[config.mk]
export PLATFORM = sky130hd
export DESIGN_NAME = mbyte_add_seq
export DESIGN_NICKNAME = d
export VERILOG_FILES = /design/src/rtl/mbyte_add_seq.sv
export SDC_FILE = /design/constraint.sdc
export NUM_CORES = 1
export LEC_CHECK = 0
export CAP_MARGIN = 20
export CORE_ASPECT_RATIO = 0.9
export CORE_MARGIN = 3
export CORE_UTILIZATION = 50
export CTS_CLUSTER_SIZE = 30
export DETAILED_ROUTE_END_ITERATION = 8
export GPL_TIMING_DRIVEN = 0
export PLACE_DENSITY = 0.91
export SKIP_CTS_REPAIR_TIMING = 1
export SYNTH_ARGS = -nofsm -noshare
export SYNTH_HDL_FRONTEND = slang
export SYNTH_SLANG_ARGS = --single-unit
[constraint.sdc]
create_clock -name clk -period 5.4 [get_ports clk]
set_input_delay 1.08 -clock clk [delete_from_list [all_inputs] [get_ports clk]]
set_output_delay 1.08 -clock clk [all_outputs]
set_load 0.03 [all_outputs]
[src/rtl/mbyte_add_seq.sv]
// mbyte_add_seq: byte-serial multi-byte adder sequencer.
// Latches two NBYTES-wide operands on start, then adds them one byte per
// clock (LSB byte first) through a single 8-bit adder slice, carrying between
// bytes in a register, and assembles the full-width sum.
//
// Optional feature macro: MBADD_SUB_EN (adds the sub port; A-B via ~B + 1).
//
// Ports:
//   clk      rising-edge clock
//   reset    asynchronous active-high reset
//   start    request a new operation (accepted in IDLE or DONE)
//   a_in     operand A, sampled with start
//   b_in     operand B, sampled with start
//   cin      carry into byte 0, sampled with start
//   sub      subtract request, sampled with start (MBADD_SUB_EN only)
//   busy     high while bytes are being processed
//   done     one-cycle pulse when sum_out/cout/ovf are valid
//   sum_out  result, held until the next accepted start
//   cout     carry out of the top byte
//   ovf      two's-complement overflow
module mbyte_add_seq #(
    parameter int unsigned NBYTES = 4
) (
    input  logic                  clk,
    input  logic                  reset,
    input  logic                  start,
    input  logic [8*NBYTES-1:0]   a_in,
    input  logic [8*NBYTES-1:0]   b_in,
    input  logic                  cin,
`ifdef MBADD_SUB_EN
    input  logic                  sub,
`endif
    output logic                  busy,
    output logic                  done,
    output logic [8*NBYTES-1:0]   sum_out,
    output logic                  cout,
    output logic                  ovf
);

    localparam int unsigned W  = 8 * NBYTES;
    localparam int unsigned IW = (NBYTES > 1) ? $clog2(NBYTES) : 1;

    typedef enum logic [1:0] {
        IDLE = 2'd0,
        RUN  = 2'd1,
        DONE = 2'd2
    } state_t;

    state_t          state;
    logic [IW-1:0]   idx;
    logic [W-1:0]    a_reg;
    logic [W-1:0]    b_reg;
    logic            carry_reg;

    logic [7:0]      a_byte;
    logic [7:0]      b_byte;
    logic [8:0]      byte_sum;
    logic            msb_cin;
    logic            sub_req;
    logic            last_byte;

`ifdef MBADD_SUB_EN
    assign sub_req = sub;
`else
    assign sub_req = 1'b0;
`endif

    // One 8-bit adder slice shared by all bytes.
    always_comb begin
        a_byte    = a_reg[idx*8 +: 8];
        b_byte    = b_reg[idx*8 +: 8];
        byte_sum  = {1'b0, a_byte} + {1'b0, b_byte} + {8'b0, carry_reg};
        // Carry into bit 7 of this byte recovered from the sum bit.
        msb_cin   = a_byte[7] ^ b_byte[7] ^ byte_sum[7];
        last_byte = (idx == IW'(NBYTES - 1));
    end

    // Sequencer and result registers.
    always_ff @(posedge clk or posedge reset) begin
        if (reset) begin
            state     <= IDLE;
            idx       <= '0;
            a_reg     <= '0;
            b_reg     <= '0;
            carry_reg <= 1'b0;
            busy      <= 1'b0;
            done      <= 1'b0;
            sum_out   <= '0;
            cout      <= 1'b0;
            ovf       <= 1'b0;
        end else begin
            done <= 1'b0;
            case (state)
                IDLE, DONE: begin
                    if (start) begin
                        a_reg     <= a_in;
                        // Subtraction is A + ~B + 1.
                        b_reg     <= sub_req ? ~b_in : b_in;
                        carry_reg <= sub_req ? 1'b1 : cin;
                        idx       <= '0;
                        sum_out   <= '0;
                        cout      <= 1'b0;
                        ovf       <= 1'b0;
                        busy      <= 1'b1;
                        state     <= RUN;
                    end else begin
                        state     <= IDLE;
                    end
                end
                RUN: begin
                    sum_out[idx*8 +: 8] <= byte_sum[7:0];
                    carry_reg           <= byte_sum[8];
                    if (last_byte) begin
                        idx   <= '0;
                        cout  <= byte_sum[8];
                        ovf   <= msb_cin ^ byte_sum[8];
                        busy  <= 1'b0;
                        done  <= 1'b1;
                        state <= DONE;
                    end else begin
                        idx   <= idx + IW'(1);
                    end
                end
                default: begin
                    state <= IDLE;
                    busy  <= 1'b0;
                end
            endcase
        end
    end

endmodule

==> flow_results.xml, run 1 <==
<?xml version="1.0" encoding="UTF-8"?>
<metrics>
  <group name="timing">
    <metric name="report.final.setup_viol" unit="">0</metric>
    <metric name="finalHoldViolations" unit="">0</metric>
    <metric name="setup_repair_after_global_routing_missed_its_margin" unit="">false</metric>
    <metric name="max_freq" unit="GHz">0.308</metric>
    <metric name="fin_crit" unit="ns">3.24</metric>
    <metric name="worst_slew_pin_slew" unit="ns">0.644</metric>
    <metric name="final_worst_path_cycle_share" unit="%">60.0</metric>
    <metric name="timing.final.ws_setup" unit="ns">2.16</metric>
    <metric name="slew_viol_final" unit="">0</metric>
    <metric name="setup-tns-final" unit="ns">0</metric>
    <metric name="timing.max_slew.rel_slack" unit="%">56.9</metric>
    <metric name="finalHoldWorstSlack" unit="ns">0.485</metric>
    <metric name="fin_skew" unit="ns">0.0124</metric>
  </group>
  <group name="drt">
    <metric name="initialDrtViolationCount" unit="">260</metric>
    <metric name="drc" unit="">0</metric>
    <metric name="wl_per_cell" unit="µm">17.0</metric>
    <metric name="route.final.wire_length" unit="µm">11900</metric>
    <metric name="detail_route.first_pass.iterations" unit="">5</metric>
    <metric name="route.vias.total" unit="">3809</metric>
    <metric name="post_drt_via_cell_ratio" unit="">5.46</metric>
    <metric name="antenna_violating_nets_left" unit="">0</metric>
  </group>
  <group name="synthesis">
    <metric name="ys_seq_area_share" unit="%">55.5</metric>
    <metric name="syn_nets" unit="">537</metric>
    <metric name="mappedNetlistArea" unit="mm²">0.00473</metric>
    <metric name="yosysTopAreaCell" unit="">dfrtp_1</metric>
    <metric name="ys.flop_type" unit="">dfrtp_1</metric>
    <metric name="post_synth_inst_count" unit="">456</metric>
    <metric name="synthXorXnorAreaFrac" unit="%">1.45</metric>
    <metric name="synth.mux.area_fraction" unit="%">7.61</metric>
    <metric name="synth_cell_types" unit="">44</metric>
    <metric name="post_synthesis_adder_cell_area_fraction" unit="%">3.75</metric>
    <metric name="ys_async_sr_fraction" unit="%">100</metric>
    <metric name="basic_gate_share_of_the_synthesized_area_counting_and_or_nand_and_nor_cells" unit="%">19.9</metric>
    <metric name="main_combinational_cell_family_by_area_after_synthesis" unit="">simple AND/OR/NAND/NOR gates</metric>
    <metric name="most_instantiated_library_cell_after_synthesis" unit="">nand2_1</metric>
    <metric name="synth_area_leaders" unit="">dfrtp_1, nand2_1, mux4_2, a22o_1, ha_1</metric>
    <metric name="synthDominantCellAreaShare" unit="%">55.5</metric>
    <metric name="synth-compound-area-share" unit="%">9.14</metric>
    <metric name="synth_area_per_cell" unit="µm²">10.4</metric>
    <metric name="yosys_warnings" unit="">0</metric>
    <metric name="synth_edf_count" unit="">0</metric>
    <metric name="synth_common_cells" unit="">nand2_1, dfrtp_1, a22o_1</metric>
    <metric name="synth_seq_cells" unit="">105</metric>
  </group>
  <group name="die">
    <metric name="rows" unit="">33</metric>
    <metric name="start_util" unit="%">51.7</metric>
    <metric name="fp.dieArea" unit="mm²">0.0107</metric>
    <metric name="fp.coreArea" unit="mm²">0.00917</metric>
    <metric name="die_h" unit="µm">98.3</metric>
    <metric name="floorplan.die.width" unit="µm">109</metric>
    <metric name="floorplan.io_pins" unit="">104</metric>
  </group>
  <group name="final_layout">
    <metric name="syn_to_final_growth" unit="%">30.1</metric>
    <metric name="nets" unit="">652</metric>
    <metric name="final_layout_size_suffix_gt1_share" unit="%">10.2</metric>
    <metric name="cell_area_after_layout" unit="mm²">0.00616</metric>
    <metric name="insertedDiodeCount" unit="">0</metric>
  </group>
  <group name="setup_path">
    <metric name="timing_worst_setup_path_type" unit="">reg2reg</metric>
    <metric name="worstSetupStartpointType" unit="">register</metric>
    <metric name="launching_instance_or_port_of_the_critical_path" unit="">idx[1]</metric>
    <metric name="cp-end-kind" unit="">register</metric>
    <metric name="path_max_fanout" unit="">10</metric>
    <metric name="rr_startpoint" unit="">idx[1]</metric>
    <metric name="cp.required" unit="ns">5.67</metric>
    <metric name="cp.arrival" unit="ns">3.51</metric>
  </group>
  <group name="placement">
    <metric name="routability_congestion_estimate_from_global_placement" unit="">0.897</metric>
    <metric name="hpwl" unit="µm">8820</metric>
    <metric name="io_buffers" unit="">103</metric>
    <metric name="placed_area" unit="mm²">0.00595</metric>
    <metric name="worst_slack_placed" unit="ns">2.18</metric>
  </group>
  <group name="pwr">
    <metric name="power.static_leakage" unit="nW">2.96</metric>
    <metric name="p_int" unit="mW">2.26</metric>
    <metric name="power_total" unit="mW">4.11</metric>
    <metric name="pwr_density_cell" unit="mW/mm²">667</metric>
    <metric name="switching_power" unit="mW">1.85</metric>
    <metric name="switching_fraction" unit="%">44.9</metric>
    <metric name="vdd.ir_drop.worst" unit="µV">369</metric>
    <metric name="p_comb_share" unit="%">55.6</metric>
    <metric name="share_clk_of_total_power" unit="%">12.5</metric>
    <metric name="power.share.sequential" unit="%">31.9</metric>
  </group>
  <group name="cts">
    <metric name="number_of_h_tree_levels" unit="">3</metric>
    <metric name="cts-buffers-inserted" unit="">9</metric>
    <metric name="tritoncts_num_sinks" unit="">105</metric>
    <metric name="cts.reportedPaths.clkPinSlew" unit="ns">0.10</metric>
    <metric name="root_buffer_cell" unit="">clkbuf_8</metric>
    <metric name="worstSkewPairLatency" unit="ns">0.38</metric>
    <metric name="ctsLongestPathBuffers" unit="">2</metric>
    <metric name="cts_tree" unit="">done</metric>
  </group>
  <group name="outcome">
    <metric name="status" unit="">complete, no violations</metric>
  </group>
  <group name="global_route">
    <metric name="largest_net_degree_at_the_start_of_global_routing" unit="">63</metric>
    <metric name="antenna_found_initial" unit="">0</metric>
    <metric name="wire_length_of_the_first_global_routing_pass" unit="µm">19900</metric>
    <metric name="global_route.usage.total" unit="%">24.2</metric>
    <metric name="first_global_vias" unit="">3900</metric>
    <metric name="grt_remaining_overflow" unit="">0</metric>
  </group>
  <group name="flow_run">
    <metric name="drv.max_cap_violation_count" unit="">0</metric>
  </group>
  <group name="min_path">
    <metric name="timing.hold.worst.class" unit="">reg2reg</metric>
    <metric name="timing.hold.worst.start" unit="">b_reg[22]</metric>
  </group>
</metrics>
per-layer routing:
metal  track usage [%]  part of all wire [%]  up-vias
met5                 0                     0        -
met4              8.83                   2.3        0
met3              5.09                   7.9       23
met2              39.0                    50      186
met1              32.7                    40     1836
li1                  -                     -     1764
power by group through the flow:
stage               clock network [mW]  logic, mW  registers, mW
floorplan                            0       1.45           1.42
global placement                     0       2.17           1.29
detailed placement                   0       2.26           1.32
CTS                              0.518       2.28           1.31
global route                     0.553       2.50           1.35
finish                           0.515       2.28           1.31
worst max-delay path, cell delays in order (launching register included):
cell and delay, ns:
dfrtp_1 0.39, clkbuf_1 0.49, buf_2 0.40, mux4_2 0.39, ha_1 0.37, and2_4 0.19
a211o_1 0.30, o22a_4 0.21, xor2_2 0.18, a22o_1 0.22
layout make-up:
type                            instances  area [µm²]
Clock inverter                          7        86.3
Fill cell                             677        3010
Inverter                                8        32.5
Clock buffer                            9         124
Multi-Input combinational cell        322        1980
Timing Repair Buffer                  104        1060
Tap cell                              122         153
Sequential cell                       105        2630
Buffer                                 21        96.3
cells in the final DEF, fill, tap and decap left out, types with 3 or more instances in the layout:
cell type,count
dfrtp_1,105
buf_2,11
xor2_1,3
a21o_1,3
a21oi_1,5
ha_1,11
nand2b_1,4
o21ai_1,12
inv_1,6
clkbuf_1,7
a22o_1,25
nor2_1,6
clkdlybuf4s50_1,103
clkbuf_8,9
mux4_2,16
xnor2_1,3
nand2_1,203
kinds of logic after synthesis:
kind of cell / count (synthesis)
simple gates: 229
flops: 105
compound gates: 57
buf+inv: 29
mux: 16
fa+ha+maj: 13
xor+xnor: 7
path summary, 6_finish.rpt:
check,to,slack [ns],depth (start not counted)
worst max-delay path,sum_out[31],2.16,9
worst min-delay path,b_reg[22],0.49,2
worst max register to register,sum_out[31],2.16,9
worst min register to register,b_reg[22],0.49,2
max in group asynchronous,b_reg[19],3.61,3
min in group asynchronous,sum_out[29],1.10,2
metrics by stage:
stage	std cells	utilization (%)
2_1_floorplan	456	-
3_3_place_gp	681	64.6
3_5_place_dp	682	64.9
4_1_cts	698	67.2
5_1_grt	698	67.2
6_report	698	67.2
Power figures use the tool's default switching activity.
==> run 2: changes to the inputs <==
==> constraint.sdc (replaced) <==
create_clock -name clk -period 3.2 [get_ports clk]
set_input_delay 0.64 -clock clk [delete_from_list [all_inputs] [get_ports clk]]
set_output_delay 0.64 -clock clk [all_outputs]
set_load 0.03 [all_outputs]
==> run 2 against run 1 <==
  * Worst setup slack worse by 2.0 ns
  * First-iteration DRC count up 0.77%
  * Clock-buffer cell count unchanged
  * Highest routed layer unchanged
  * Power up 73%
  * Cell count up 0.14%
  * Fmax up 8.2%
  * Global-route usage down 0.32 points
  * Sequential share of layout area down 0.29 points
  * Cell area up 0.73%
  * Via count up 2.4%
  * Wire length up 2.6%
  * Largest cell class unchanged
==> flow_results.xml, run 2 (same netlist as run 1, synthesis figures left out) <==
<?xml version="1.0" encoding="UTF-8"?>
<metrics>
  <group name="timing">
    <metric name="fin_skew" unit="ns">0.00953</metric>
    <metric name="timing.max_slew.rel_slack" unit="%">54.3</metric>
    <metric name="worst_slew_pin_slew" unit="ns">0.684</metric>
    <metric name="setup-tns-final" unit="ns">0</metric>
    <metric name="finalHoldViolations" unit="">0</metric>
    <metric name="setup_repair_after_global_routing_missed_its_margin" unit="">false</metric>
    <metric name="fin_crit" unit="ns">3.00</metric>
    <metric name="report.final.setup_viol" unit="">0</metric>
    <metric name="max_freq" unit="GHz">0.334</metric>
    <metric name="slew_viol_final" unit="">0</metric>
    <metric name="final_worst_path_cycle_share" unit="%">93.7</metric>
  </group>
  <group name="die">
    <metric name="die_h" unit="µm">98.3</metric>
    <metric name="floorplan.die.width" unit="µm">109</metric>
    <metric name="rows" unit="">33</metric>
    <metric name="start_util" unit="%">51.7</metric>
    <metric name="fp.dieArea" unit="mm²">0.0107</metric>
    <metric name="fp.coreArea" unit="mm²">0.00917</metric>
    <metric name="floorplan.io_pins" unit="">104</metric>
  </group>
  <group name="pwr">
    <metric name="switching_power" unit="mW">3.22</metric>
    <metric name="power_total" unit="mW">7.11</metric>
    <metric name="vdd.ir_drop.worst" unit="µV">531</metric>
    <metric name="p_comb_share" unit="%">56.6</metric>
    <metric name="power.share.sequential" unit="%">31.2</metric>
    <metric name="p_int" unit="mW">3.89</metric>
    <metric name="switching_fraction" unit="%">45.3</metric>
    <metric name="power.static_leakage" unit="nW">2.97</metric>
    <metric name="pwr_density_cell" unit="mW/mm²">1150</metric>
    <metric name="share_clk_of_total_power" unit="%">12.2</metric>
  </group>
  <group name="placement">
    <metric name="hpwl" unit="µm">9070</metric>
    <metric name="routability_congestion_estimate_from_global_placement" unit="">0.883</metric>
    <metric name="placed_area" unit="mm²">0.00596</metric>
    <metric name="io_buffers" unit="">103</metric>
  </group>
  <group name="drt">
    <metric name="detail_route.first_pass.iterations" unit="">5</metric>
    <metric name="initialDrtViolationCount" unit="">262</metric>
    <metric name="wl_per_cell" unit="µm">17.4</metric>
    <metric name="antenna_violating_nets_left" unit="">0</metric>
    <metric name="route.final.wire_length" unit="µm">12200</metric>
    <metric name="post_drt_via_cell_ratio" unit="">5.58</metric>
    <metric name="drc" unit="">0</metric>
    <metric name="route.vias.total" unit="">3901</metric>
  </group>
  <group name="setup_path">
    <metric name="cp_slowest_cell" unit="">dfrtp_1</metric>
    <metric name="path_buf_inv" unit="">2</metric>
    <metric name="timing_worst_setup_path_type" unit="">reg2reg</metric>
    <metric name="timing.critical_path.slowest_cell_delay" unit="ns">0.39</metric>
    <metric name="worstSetupStartpointType" unit="">register</metric>
    <metric name="cp.required" unit="ns">3.48</metric>
    <metric name="timing.critical_path.max_delay_family" unit="">compound AO/OA/AOI/OAI gates</metric>
    <metric name="cp-end-kind" unit="">register</metric>
    <metric name="timing.critical_path.cells" unit="">clkbuf_2 -&gt; buf_2 -&gt; mux4_2 -&gt; ha_1 -&gt; and2_4 -&gt; a211o_1 -&gt; o22a_4 -&gt; xor2_2 -&gt; a22o_1</metric>
    <metric name="cp.arrival" unit="ns">3.27</metric>
    <metric name="path_max_fanout" unit="">10</metric>
  </group>
  <group name="final_layout">
    <metric name="cell_area_after_layout" unit="mm²">0.00620</metric>
    <metric name="final_util" unit="%">67.7</metric>
    <metric name="most_frequent_standard_cell_in_the_layout_excluding_fill_and_tap_cells" unit="">nand2_1</metric>
    <metric name="nets" unit="">653</metric>
    <metric name="layout_common_cells" unit="">nand2_1, dfrtp_1, clkdlybuf4s50_1</metric>
    <metric name="final_layout_size_suffix_gt1_share" unit="%">11.3</metric>
    <metric name="syn_to_final_growth" unit="%">31.0</metric>
    <metric name="insertedDiodeCount" unit="">0</metric>
  </group>
  <group name="cts">
    <metric name="cts_tree" unit="">done</metric>
    <metric name="cts-buffers-inserted" unit="">9</metric>
    <metric name="cts.reportedPaths.clkPinSlew" unit="ns">0.10</metric>
    <metric name="worstSkewPairLatency" unit="ns">0.38</metric>
    <metric name="tritoncts_num_sinks" unit="">105</metric>
    <metric name="number_of_h_tree_levels" unit="">3</metric>
    <metric name="ctsLongestPathBuffers" unit="">2</metric>
    <metric name="root_buffer_cell" unit="">clkbuf_8</metric>
  </group>
  <group name="outcome">
    <metric name="status" unit="">complete, no violations</metric>
  </group>
  <group name="global_route">
    <metric name="largest_net_degree_at_the_start_of_global_routing" unit="">46</metric>
    <metric name="global_route.usage.total" unit="%">23.9</metric>
    <metric name="antenna_found_initial" unit="">0</metric>
    <metric name="grt_remaining_overflow" unit="">0</metric>
    <metric name="first_global_vias" unit="">3915</metric>
    <metric name="wire_length_of_the_first_global_routing_pass" unit="µm">19600</metric>
  </group>
  <group name="min_path">
    <metric name="timing.hold.worst.class" unit="">reg2reg</metric>
  </group>
  <group name="flow_run">
    <metric name="drv.max_cap_violation_count" unit="">0</metric>
  </group>
</metrics>
## run 2: metal layers
layer / share of wire, % / GRT usage (%) / up-vias
li1: - / - / 1755
met1: 40 / 32.2 / 1928
met2: 49 / 38.2 / 188
met3: 7.6 / 5.22 / 30
met4: 2.8 / 9.03 / 0
met5: 0 / 0 / -
## run 2: worst min-delay path, delay by kind of cell, from the launching register on
family           cells  cell delay, ns
and+or+nand+nor      2            0.11
DFF                  1            0.36
## run 2: final timing paths
check                      startpoint  slack (ns)  depth (start not counted)          end
max                            idx[1]        0.20                          9  sum_out[15]
min in group asynchronous       reset        0.72                          2         busy
min reg2reg                 b_reg[22]        0.49                          2    b_reg[22]
max in group asynchronous       reset        1.85                          3     b_reg[3]
max reg2reg                    idx[1]        0.20                          9  sum_out[15]
min                         b_reg[22]        0.49                          2    b_reg[22]
## run 2: power groups by stage
stage / clock [mW] / sequential, mW / combinational (mW)
floorplan: 0 / 2.40 / 2.45
global placement: 0 / 2.18 / 3.67
detailed placement: 0 / 2.23 / 3.85
CTS: 0.873 / 2.20 / 3.88
global route: 0.939 / 2.27 / 4.37
finish: 0.867 / 2.22 / 4.03
## run 2: metrics by stage
| step | hold slack [ns] | std cells | worst slack [ns] |
|---|---|---|---|
| after floorplan | 0.440 | 456 | 0.374 |
| after global placement | 0.454 | 681 | 0.0825 |
| after detailed placement | 0.457 | 683 | -0.0595 |
| after CTS | 0.486 | 699 | -0.0834 |
| after global routing | 0.509 | 699 | 0.0671 |
| final | 0.486 | 699 | 0.203 |
## run 2: area by class of cell
cell class	count	area (µm²)
Timing Repair Buffer	105	1070
Clock inverter	7	86.3
Multi-Input combinational cell	322	2000
Clock buffer	9	124
Tap cell	122	153
Sequential cell	105	2630
Fill cell	675	2960
Buffer	21	104
Inverter	8	33.8
